<file path="src/rtl/long_imul_mac_pkg.sv">
// Shared constants for the iterative multiplier/accumulator: op codes,
// default operand width and controller states.
package long_imul_mac_pkg;

   localparam int unsigned CPU_REG_WIDTH = 32;

   localparam logic [1:0] MUL_OP_MUL  = 2'b00;
   localparam logic [1:0] MUL_OP_MADD = 2'b01;
   localparam logic [1:0] MUL_OP_MSUB = 2'b10;

   typedef enum logic [1:0] {
      IMUL_IDLE = 2'b00,
      IMUL_MUL  = 2'b01,
      IMUL_FIN  = 2'b10
   } imul_state_e;

endpackage

</file>
<file path="src/rtl/long_imul_mac_imul_step.sv">
// One radix-2^STEP shift-add step over unsigned magnitudes:
// next = {prod_hi + mc_abs*prod[STEP-1:0], prod_lo} >> STEP.
module imul_step #(
   parameter int unsigned WIDTH = 32,
   parameter int unsigned STEP  = 2
) (
   input  logic [2*WIDTH-1:0] prod,
   input  logic [WIDTH-1:0]   mc_abs,
   output logic [2*WIDTH-1:0] prod_next
);

   localparam int unsigned SW = WIDTH + STEP;

   logic [SW-1:0] sum;

   // Partial-product add kept WIDTH+STEP wide so no carry is lost before the shift
   always_comb begin
      sum       = SW'(prod[2*WIDTH-1:WIDTH]) + SW'(mc_abs) * SW'(prod[STEP-1:0]);
      prod_next = {sum, prod[WIDTH-1:STEP]};
   end

endmodule

</file>
<file path="src/rtl/long_imul_mac.sv">
// Iterative integer multiply / multiply-accumulate / multiply-subtract into
// a 2*WIDTH {HI,LO} result. Magnitudes are multiplied unsigned, STEP bits
// per cycle; sign and accumulate are applied in a single finalize cycle.
module long_imul_mac
   import long_imul_mac_pkg::*;
#(
   parameter int unsigned WIDTH = CPU_REG_WIDTH,
   parameter int unsigned STEP  = 2
) (
   input  logic                 clk,
   input  logic                 nrst,
   input  logic                 start,
   input  logic                 abort,
   input  logic                 signd,
   input  logic [1:0]           op,
   input  logic [WIDTH-1:0]     multiplicand,
   input  logic [WIDTH-1:0]     multiplier,
   input  logic [2*WIDTH-1:0]   acc_in,
   output logic                 ready,
   output logic                 done,
   output logic [2*WIDTH-1:0]   product
);

   localparam int unsigned NSTEP = WIDTH / STEP;
   localparam int unsigned CNT_W = $clog2(NSTEP + 1);

   imul_state_e          state_q, state_d;
   logic [CNT_W-1:0]     cnt_q, cnt_d;
   logic [WIDTH-1:0]     mc_abs_q, mc_abs_d;
   logic [2*WIDTH-1:0]   prod_q, prod_d;
   logic                 neg_q, neg_d;
   logic [1:0]           op_q, op_d;
   logic [2*WIDTH-1:0]   acc_q, acc_d;
   logic [2*WIDTH-1:0]   product_q, product_d;
   logic                 done_q, done_d;

   logic [WIDTH-1:0]     mc_abs_in, mp_abs_in;
   logic [2*WIDTH-1:0]   step_prod;
   logic [2*WIDTH-1:0]   signed_prod;
   logic [2*WIDTH-1:0]   fin_result;

   imul_step #(
      .WIDTH (WIDTH),
      .STEP  (STEP)
   ) u_step (
      .prod      (prod_q),
      .mc_abs    (mc_abs_q),
      .prod_next (step_prod)
   );

   assign ready   = (state_q == IMUL_IDLE);
   assign done    = done_q;
   assign product = product_q;

   // Operand magnitudes from the live inputs (used only on the accepting edge)
   always_comb begin
      mc_abs_in = (signd && multiplicand[WIDTH-1]) ? -multiplicand : multiplicand;
      mp_abs_in = (signd && multiplier[WIDTH-1])   ? -multiplier   : multiplier;
   end

   // Finalize: restore sign, then apply accumulate/subtract modulo 2^(2*WIDTH)
   always_comb begin
      signed_prod = neg_q ? -prod_q : prod_q;
      case (op_q)
         MUL_OP_MADD: fin_result = acc_q + signed_prod;
         MUL_OP_MSUB: fin_result = acc_q - signed_prod;
         default:     fin_result = signed_prod;
      endcase
   end

   // Next-state and datapath control for IDLE -> MUL -> FIN
   always_comb begin
      state_d   = state_q;
      cnt_d     = cnt_q;
      mc_abs_d  = mc_abs_q;
      prod_d    = prod_q;
      neg_d     = neg_q;
      op_d      = op_q;
      acc_d     = acc_q;
      product_d = product_q;
      done_d    = 1'b0;
      case (state_q)
         IMUL_IDLE: begin
            if (start && !abort) begin
               mc_abs_d = mc_abs_in;
               neg_d    = signd && (multiplicand[WIDTH-1] ^ multiplier[WIDTH-1]);
               op_d     = op;
               acc_d    = acc_in;
               if (multiplicand == '0 || multiplier == '0) begin
                  prod_d  = '0;
                  cnt_d   = '0;
                  state_d = IMUL_FIN;
               end else begin
                  prod_d  = {{WIDTH{1'b0}}, mp_abs_in};
                  cnt_d   = CNT_W'(NSTEP);
                  state_d = IMUL_MUL;
               end
            end
         end
         IMUL_MUL: begin
            if (abort) begin
               cnt_d   = '0;
               state_d = IMUL_IDLE;
            end else begin
               prod_d = step_prod;
               cnt_d  = cnt_q - 1'b1;
               if (cnt_q == CNT_W'(1)) state_d = IMUL_FIN;
            end
         end
         IMUL_FIN: begin
            state_d = IMUL_IDLE;
            if (!abort) begin
               product_d = fin_result;
               done_d    = 1'b1;
            end
         end
         default: state_d = IMUL_IDLE;
      endcase
   end

   // State and datapath registers, asynchronously cleared
   always_ff @(posedge clk or negedge nrst) begin
      if (!nrst) begin
         state_q   <= IMUL_IDLE;
         cnt_q     <= '0;
         mc_abs_q  <= '0;
         prod_q    <= '0;
         neg_q     <= 1'b0;
         op_q      <= '0;
         acc_q     <= '0;
         product_q <= '0;
         done_q    <= 1'b0;
      end else begin
         state_q   <= state_d;
         cnt_q     <= cnt_d;
         mc_abs_q  <= mc_abs_d;
         prod_q    <= prod_d;
         neg_q     <= neg_d;
         op_q      <= op_d;
         acc_q     <= acc_d;
         product_q <= product_d;
         done_q    <= done_d;
      end
   end

endmodule
</file>
<file path="config.mk">
export PLATFORM = sky130hd
export DESIGN_NAME = long_imul_mac
export DESIGN_NICKNAME = d
export VERILOG_FILES = /design/src/rtl/long_imul_mac_pkg.sv /design/src/rtl/long_imul_mac_imul_step.sv /design/src/rtl/long_imul_mac.sv
export SDC_FILE = /design/constraint.sdc
export NUM_CORES = 1
export LEC_CHECK = 0
export CAP_MARGIN = 20
export CORE_UTILIZATION = 40
export DETAILED_ROUTE_END_ITERATION = 6
export GPL_TIMING_DRIVEN = 0
export PLACE_DENSITY = 0.68
export SKIP_CTS_REPAIR_TIMING = 1
export SYNTH_ARGS = -nofsm -noshare
export SYNTH_HDL_FRONTEND = slang
export SYNTH_SLANG_ARGS = --single-unit
</file>
<file path="constraint.sdc">
create_clock -name clk -period 7.5 [get_ports clk]
set_clock_uncertainty 0.15 [all_clocks]
set_input_delay 1.5 -clock clk [delete_from_list [all_inputs] [get_ports clk]]
set_output_delay 1.5 -clock clk [all_outputs]
set_load 0.05 [all_outputs]
</file>
Word-level counts from Yosys, hierarchy flattened
Index checks and enable logic that the tools add are counted.
- bits of input ports: 135
- output and inout port bits: 66
- word-level logic and storage cells: 61
- register bits: 235
- eq/ne operators: 8
- bitwise gates (word level): 2
- reduce and logical (&&, ||, !) cells: 15
- $mul: 1
- add/subtract/negate cells: 7
- multiplexer cells: 19
- operators with widths (cell ; number):
    $pmux W64 S2 ; 2
    $mux W64 ; 3
    $mux W32 ; 3
    $add A64 B64 Y64 ; 1
    $logic_not A32 Y1 ; 2
    $neg A32 Y32 ; 2
    $neg A64 Y64 ; 1
    $sub A64 B64 Y64 ; 1
    $add A32 B34 Y34 ; 1
    $mul A32 B2 Y34 ; 1
    $mux W5 ; 3
    $pmux W5 S2 ; 1
    $mux W2 ; 4
    $reduce_and A2 Y1 ; 4
    $eq A5 B1 Y1 const B ; 1
    $sub A5 B1 Y5 const B ; 1
    $eq A2 B1 Y1 const B ; 2
    $eq A2 B2 Y1 const B ; 2
    $logic_and A1 B1 Y1 ; 4
    $pmux W2 S2 ; 1
    $ne A3 B3 Y1 const B ; 1
    $reduce_and A3 Y1 ; 1
    $logic_not A2 Y1 ; 1
    $mux W1 ; 2
    other kinds (7) ; 7

Logic depth before layout (Yosys ltp)
- depth in word-level cells: 5
- gate-level depth with buffers: 29
- depth with buffers taken out: 26

Modules after synthesis
Synthesis repeated with hierarchy kept, for this count alone.
- cell total of the unflattened synthesis: 2747
- area total of the unflattened synthesis: 21115.3 µm²
- modules (own cells, without submodules) (module ; cells an instance ; area an instance (µm²) ; times used):
    long_imul_mac ; 2289 ; 17839.6 ; 1
    imul_step ; 458 ; 3275.6 ; 1

Worst setup path after synthesis
OpenSTA, ideal clock, no wires.
- kind: register to register
- from: register prod_q[0]
- to: register product_q[56] (netlist: product[56])
- setup time: 78 ps
- arrival: 6292 ps
- clock period less this slack: 6520 ps
- path slack: 980 ps
- cell stages (with the launch flop): 26
- path buffers: 4
- path through: dfrtp_1 > clkbuf_1 > inv_1 > ha_1 > nor3b_1 > and4_1 > clkbuf_1 > nand3_1 > buf_2 > o21ai_1 > xor2_1 > and4b_2 > nand4_2 > nor4_1 > a21oi_1 > xnor2_1 > ha_1 > clkbuf_1 > nand3_1 > or4_1 > or3_1 > o211a_1 > o31a_1 > nor2_1 > mux2_2 > a21oi_1
- word-level cells in the longest chain between the ends: 4
- elaborated cells between the ends (all ways): 5
- classes of those cells: add/sub (3); mux (2)
- ends and longest elaborated chain (what ; line ; text):
    from (decl) ; long_imul_mac.sv:30 ; logic [2*WIDTH-1:0] prod_q, prod_d;
    from (signal assigned) ; long_imul_mac.sv:137 ; prod_q <= prod_d;
    $neg A64 Y64 ; long_imul_mac.sv:63 ; signed_prod = neg_q ? -prod_q : prod_q;
    $mux W64 * ; long_imul_mac.sv:63 ;
    $sub A64 B64 Y64 or $add A64 B64 Y64 (tied branches) ; long_imul_mac.sv:66, long_imul_mac.sv:65 ;
    $pmux W64 S2 * ; long_imul_mac.sv:64 ; case (op_q)
    to (signal assigned) ; long_imul_mac.sv:141 ; product_q <= product_d;
    to (decl) ; long_imul_mac.sv:34 ; logic [2*WIDTH-1:0] product_q, product_d;
Every way passes the cells marked *; elsewhere a longest branch is shown, timed or not.
A chain may end at the register's enable or synchronous reset.

Final worst setup path
Same ends and word-level chain as after synthesis.

==> run summary <==
Ports -> 201
pwr dens -> 550.8 mW/mm²
first-pass detailed-route iteration total -> 6
Adder-Cell Fraction of Synth Area -> 9.452%
Area Growth Syn to Fin -> 19.72%
RSZ-0062 raised after global routing -> true
initial core utilization -> 40.86%
hold path start -> product[49]
Routed Antenna Nets -> 0
Avg Inst Size Synth -> 7.782 µm²
cells after synthesis -> 2650
kind of critical path -> reg -> reg
synthesized flop and latch total -> 235
CP Max Fanout -> 10
clk_lat worst skew -> 590 ps
cell taking the most area after synthesis -> dfrtp_1
clk buf depth -> 3
Final period util -> 96.64%
first-pass GRT wire length -> 109.3 mm
commonest cells in the netlist -> nand2_1 (501), dfrtp_1 (235), a21oi_1 (224), o21ai_0 (212)
CP Capture Type -> flip-flop
Tot Pwr -> 0.01360 W
initial antenna violation count -> 2
Setup crit start kind -> flip-flop
max-cap violations -> 0
CP top delay family -> simple AND/OR/NAND/NOR gates
CP Launch Point -> prod_q[0]
FFs w/ async S/R, synth -> 100.0%
Max H-tree Level -> 1
std cell rows -> 82
share of cells above drive strength 1 -> 5.886%
Top FF cell, synth -> dfrtp_1
core area -> 0.05048 mm²
Pins Over Slew Limit -> 0
VDD IR-drop max -> 0.0002095 V
Hold Path Class -> reg -> reg
reg2reg start -> prod_q[0]
Root Buffer -> clkbuf_16
Worst-Margin Slew -> 1116 ps
complex-gate fraction of the synthesized area -> 22.03%
Final Hold Vio Count -> 0
die area -> 0.05247 mm²
# clock sinks -> 235
Lkg Pwr -> 10.94 nW
total negative slack -> 0 ps
fin crit period -> 7248 ps
post-synth cell types -> 86
largest family of logic cells by synthesized area -> compound AO/OA/AOI/OAI gates
nets -> 3153
Buf/Inv on CP -> 5
top post-synthesis cells by area -> dfrtp_1 (29%), nand2_1 (9.1%), xnor2_1 (6.3%)
crit path max-delay cell type -> or4_1
DRC violations left -> 0
Slew headroom -> 24.95%
Die Y -> 229.1 µm
post-synthesis sequential area ratio -> 28.51%
Fmax -> 0.1380 GHz
worst setup margin -> 251.9 ps
via count -> 20110
top cell type's share of synthesized area -> 28.51%
crit-path cells -> clkbuf_4 -> inv_1 -> ha_2 -> nor2b_1 -> a31oi_1 -> or3_1 -> a2111oi_4 -> nand3_2 -> nor4_4 -> and4b_1 -> buf_4 -> and4b_1 -> buf_6 -> nor2_1 -> xor2_1 -> ha_1 -> inv_1 -> or4_1 -> or3_1 -> o211a_1 -> o31a_1 -> nor2_1 -> mux2_2 -> a21oi_1
WP data required -> 7860 ps
clock-pin slew on the worst setup and hold paths -> 60 ps
Synth Net Count -> 2921
Iter 0 DRT Violations -> 1626
Synth Area in Simple Gates -> 21.34%
XOR/XNOR Fraction of Synth Area -> 11.32%
gr ovfl total -> 0
multiplexer area fraction after synthesis -> 1.638%
number of enable flip-flop cells after synthesis -> 0
highest cell delay on the worst timing path -> 560 ps
setup violators final -> 0
most common cell in the synthesized netlist -> nand2_1
largest net degree at the start of global routing -> 101
Placed Area -> 0.02354 mm²
status -> complete, no violations
# diodes -> 0
HPWL Detailed -> 55.66 mm
Post-Route WL -> 69.37 mm
Synth Warn # -> 0
WP data arrival -> 7610 ps
IO buf count -> 200
RD Place Congestion -> 0.9692
Final Instance Area -> 0.02469 mm²
WL/cell -> 19.39 µm
Die W -> 229.1 µm
Synth Cell Area -> 0.02062 mm²
CTS buffer count -> 30
DR vias/cell -> 5.622
number of global-route vias before repair -> 19610
Setup WS pre-CTS -> -967.2 ps
Total GRT Usage -> 26.06%
CTS tree -> yes
-- metal layers --
metal	part of all wire [%]	track usage (%)	vias to the layer above
li1	-	-	9674
met1	45	36.10	9637
met2	45	41.96	692
met3	6.9	3.586	108
met4	2.9	8.000	0
met5	0	0	-
-- power breakdown --
| part | leakage (nW) | switching [W] | total, W | internal [W] |
|---|---|---|---|---|
| sequential | 2.96 | 0.000463 | 0.00223 | 0.00177 |
| combinational | 7.49 | 0.00618 | 0.00987 | 0.00369 |
| clock | 0.488 | 0.000609 | 0.00150 | 0.000892 |
| total | 10.9 | 0.00725 | 0.0136 | 0.00635 |
-- state kept, by name, summed over array words and instances, names as in the netlist --
name and cells:
mc_abs_q 32, state_q 2, neg_q 1, acc_q 64, cnt_q 5, op_q 2
prod_q 64, product 64, done 1
-- cells by family (layout without fill, tap and decap cells) --
kind of cell | Yosys count | after routing
AND/OR/NAND/NOR | 948 | 948
AO/OA/AOI/OAI | 737 | 737
adder cells (fa/ha/maj) | 136 | 136
buffers and inverters | 299 | 554
XOR/XNOR | 264 | 264
multiplexers | 31 | 31
flip-flops | 235 | 235
-- final timing paths --
| kind | endpoint | slack (ps) | cells past startpoint |
|---|---|---|---|
| max | product[56] | 250 | 24 |
| min | product[49] | 330 | 2 |
| max reg2reg | product[56] | 250 | 24 |
| min reg2reg | product[49] | 330 | 2 |
| max in group asynchronous | product[41] | 5650 | 2 |
| min in group asynchronous | prod_q[9] | 660 | 1 |
-- stage by stage --
stage,std cells,utilization (%),hold slack [ps]
after floorplan,2650,-,299.7
after global placement,3522,46.49,316.0
after detailed placement,3525,46.64,317.0
after CTS,3580,48.66,332.6
after global routing,3577,48.91,348.9
final,3577,48.91,326.8
-- worst reg2reg max path: cells and delay by family (launching register included) --
family                     cells  cell delay (ps)
and+or+nand+nor               10             2960
DFF                            1              510
AOI/OAI and AO/OA              5             1390
adders and majority gates      2              770
buffers and inverters          5              830
muxes                          1              360
xor gates and xnor gates       1              220
-- cells in the final DEF, fill, tap and decap left out, types with 70 or more instances in the layout --
| cell | Yosys | layout |
|---|---|---|
| a21oi_1 | 224 | 224 |
| clkbuf_1 | 118 | 111 |
| clkdlybuf4s50_1 | 0 | 199 |
| dfrtp_1 | 235 | 235 |
| ha_1 | 103 | 99 |
| inv_1 | 142 | 142 |
| nand2_1 | 501 | 501 |
| nor2_1 | 148 | 148 |
| nor3_1 | 72 | 70 |
| o21ai_0 | 212 | 212 |
| xnor2_1 | 148 | 147 |
| xor2_1 | 113 | 112 |
-- layout make-up --
type	instances	area [µm²]
buffer	147	613.1
clock buffer	43	890.9
clock inverter	12	130.1
fill	4969	25790
inverter	144	540.5
multi-input combinational	2116	13680
sequential	235	5881
tap	672	840.8
timing repair buffer	208	2115
Power figures use the tool's default switching activity.
==> RTL change: new RTL, same settings <==
`STEP` is set to 2 in 2 places; all go to 4. Comments in the files are not updated.
--- a/src/rtl/long_imul_mac_imul_step.sv
+++ b/src/rtl/long_imul_mac_imul_step.sv
@@ -2,7 +2,7 @@
 // next = {prod_hi + mc_abs*prod[STEP-1:0], prod_lo} >> STEP.
 module imul_step #(
    parameter int unsigned WIDTH = 32,
-   parameter int unsigned STEP  = 2
+   parameter int unsigned STEP  = 4
 ) (
    input  logic [2*WIDTH-1:0] prod,
    input  logic [WIDTH-1:0]   mc_abs,
--- a/src/rtl/long_imul_mac.sv
+++ b/src/rtl/long_imul_mac.sv
@@ -5,7 +5,7 @@
    import long_imul_mac_pkg::*;
 #(
    parameter int unsigned WIDTH = CPU_REG_WIDTH,
-   parameter int unsigned STEP  = 2
+   parameter int unsigned STEP  = 4
 ) (
    input  logic                 clk,
    input  logic                 nrst,
Behaviour: no difference found for any inputs over 4 cycles, from zero or initial values and one cycle with nrst low; that may be too few to reach the edited logic, so the function may still have changed.
==> RTL change against the unedited design <==
  * Synthesized cell count is 5.7% higher
  * Worst hold slack better by 0.0021 ns
  * Sequential power is 2% lower
  * First-iteration DRC count is 8.4% higher
  * Count of clock-buffer cells in the layout is 9 lower
  * Routed wire length is 6.9% higher
  * Sequential cell count is 1 lower
  * Worst setup slack worse by 0.0067 ns
  * Design area is 7.3% higher
  * Critical path depth is 1 higher
  * Area after synthesis is 8.8% higher
  * Die area is 8.7% higher
  * Total power is 6.1% higher
  * Via count is 5.3% higher
  * Critical endpoint is now product[59]$_DFFE_PN0P_
==> RTL change: results (changes against the unedited design) <==
| Metric | Value |
|---|---|
| Seq pwr share | 0.152 (was 0.164) |
| Worst R2R Path Depth | 25 (was 24) |
| Final nets | 3383 (was 3153) |
| Drt wl/cell | 19.5 um (was 19.4 um) |
| Finished Layout Cells | 3809 (was 3577) |
| Initial antenna violation count | 0 (was 2) |
| Vias in the first global route | 20.3k (was 19.6k) |
| GP Congestion | 0.956 (was 0.969) |
| Final Instance Area | 26500 um2 (was 24700 um2) |
| Placed Instance Area | 25400 um2 (was 23500 um2) |
| Synth area leaders | dfrtp_1 26%, nand2_1 9.1%, fa_1 8.2% (was dfrtp_1 29%, nand2_1 9.1%, xnor2_1 6.3%) |
| Pre-CTS setup slack | -0.428 ns (was -0.967 ns) |
| Sequential area share after synthesis | 0.261 (was 0.285) |
| Hold slack final | 0.329 ns (was 0.327 ns) |
| Top cells by count, synth | 543 x nand2_1, 234 x dfrtp_1, 223 x a21oi_1 (was 501 x nand2_1, 235 x dfrtp_1, 224 x a21oi_1) |
| M3 GR Usage | 0.0409 (was 0.0359) |
| Power Total | 0.0144 W (was 0.0136 W) |
| CTS Buf Count | 29 (was 30) |
| Sw frac | 0.534 (was 0.533) |
| Post-Syn Nets | 3142 (was 2921) |
| First-pass GRT wire length | 116000 um (was 109000 um) |
| Initial DRC Count | 1763 (was 1626) |
| Layout cells sized above 1 | 0.0458 (was 0.0589) |
| Crit path time final | 7.25 ns (about the same) |
| Hold path depth | 1 (was 2) |
| Mean Syn Cell Area | 8.01 um2 (was 7.78 um2) |
| Worst Max-Slew Pin Slew | 1.13 ns (was 1.12 ns) |
| Drt pass-1 iters | 7 (was 6) |
| Hpwl dp | 59200 um (was 55700 um) |
| GRT met1 Usage | 0.361 (about the same) |
| Status | complete, no violations (unchanged) |
| Max incr delay on CP | 0.63 ns (was 0.56 ns) |
| Arr. time, crit path | 7.62 ns (was 7.61 ns) |
| Hold Crit Start | product[59]$_DFFE_PN0P_ (was product[49]$_DFFE_PN0P_) |
| Setup slack, reg-to-reg | between 0.2 and 0.25 ns |
| Clock share of power | 0.097 (was 0.110) |
| Vias | 21.2k (was 20.1k) |
| Peak supply drop | 0.000219 V (was 0.000210 V) |
| Routing usage on met2 | 0.409 (was 0.420) |
| Pin count of the biggest net entering global routing | 88 (was 101) |
| Post-synth cell types | 88 (was 86) |
| Largest buffer count on any clock path | 3 (unchanged) |
| Leak pwr | 11.7 nW (was 10.9 nW) |
| Fill cells | 5550 (was 4969) |
| Worst Setup EP | product[59]$_DFFE_PN0P_ (was product[56]$_DFFE_PN0P_) |
| CP max stage cell | or4b_2 (was or4_1) |
| Hold-critical path endpoint | product[59]$_DFFE_PN0P_ (was product[49]$_DFFE_PN0P_) |
## RTL change: area by class of cell
| type | count | area share |
|---|---|---|
| clock inverters | 15 | 0.00562 |
| inverters | 127 | 0.0180 |
| diodes | 1 | 0.0000945 |
| clock buffers | 34 | 0.0292 |
| well taps | 748 | 0.0353 |
| flip-flops and latches | 234 | 0.221 |
| plain buffers | 142 | 0.0214 |
| multi-input cells | 2297 | 0.589 |
| repair buffers | 211 | 0.0804 |
## RTL change: cell families after synthesis
group,Yosys count,share of synthesized area
flops,234,0.261
mux,18,0.00836
fa+ha+maj,206,0.146
xor+xnor,274,0.107
simple gates,1052,0.223
buf+inv,270,0.0462
compound gates,747,0.209
## RTL change: routing by layer
| layer | vias to the layer above | wire [um] |
|---|---|---|
| li1 | 10200 | - |
| met1 | 10100 | 33600 |
| met2 | 742 | 32600 |
| met3 | 119 | 5580 |
| met4 | 0 | 2340 |
| met5 | - | 0 |
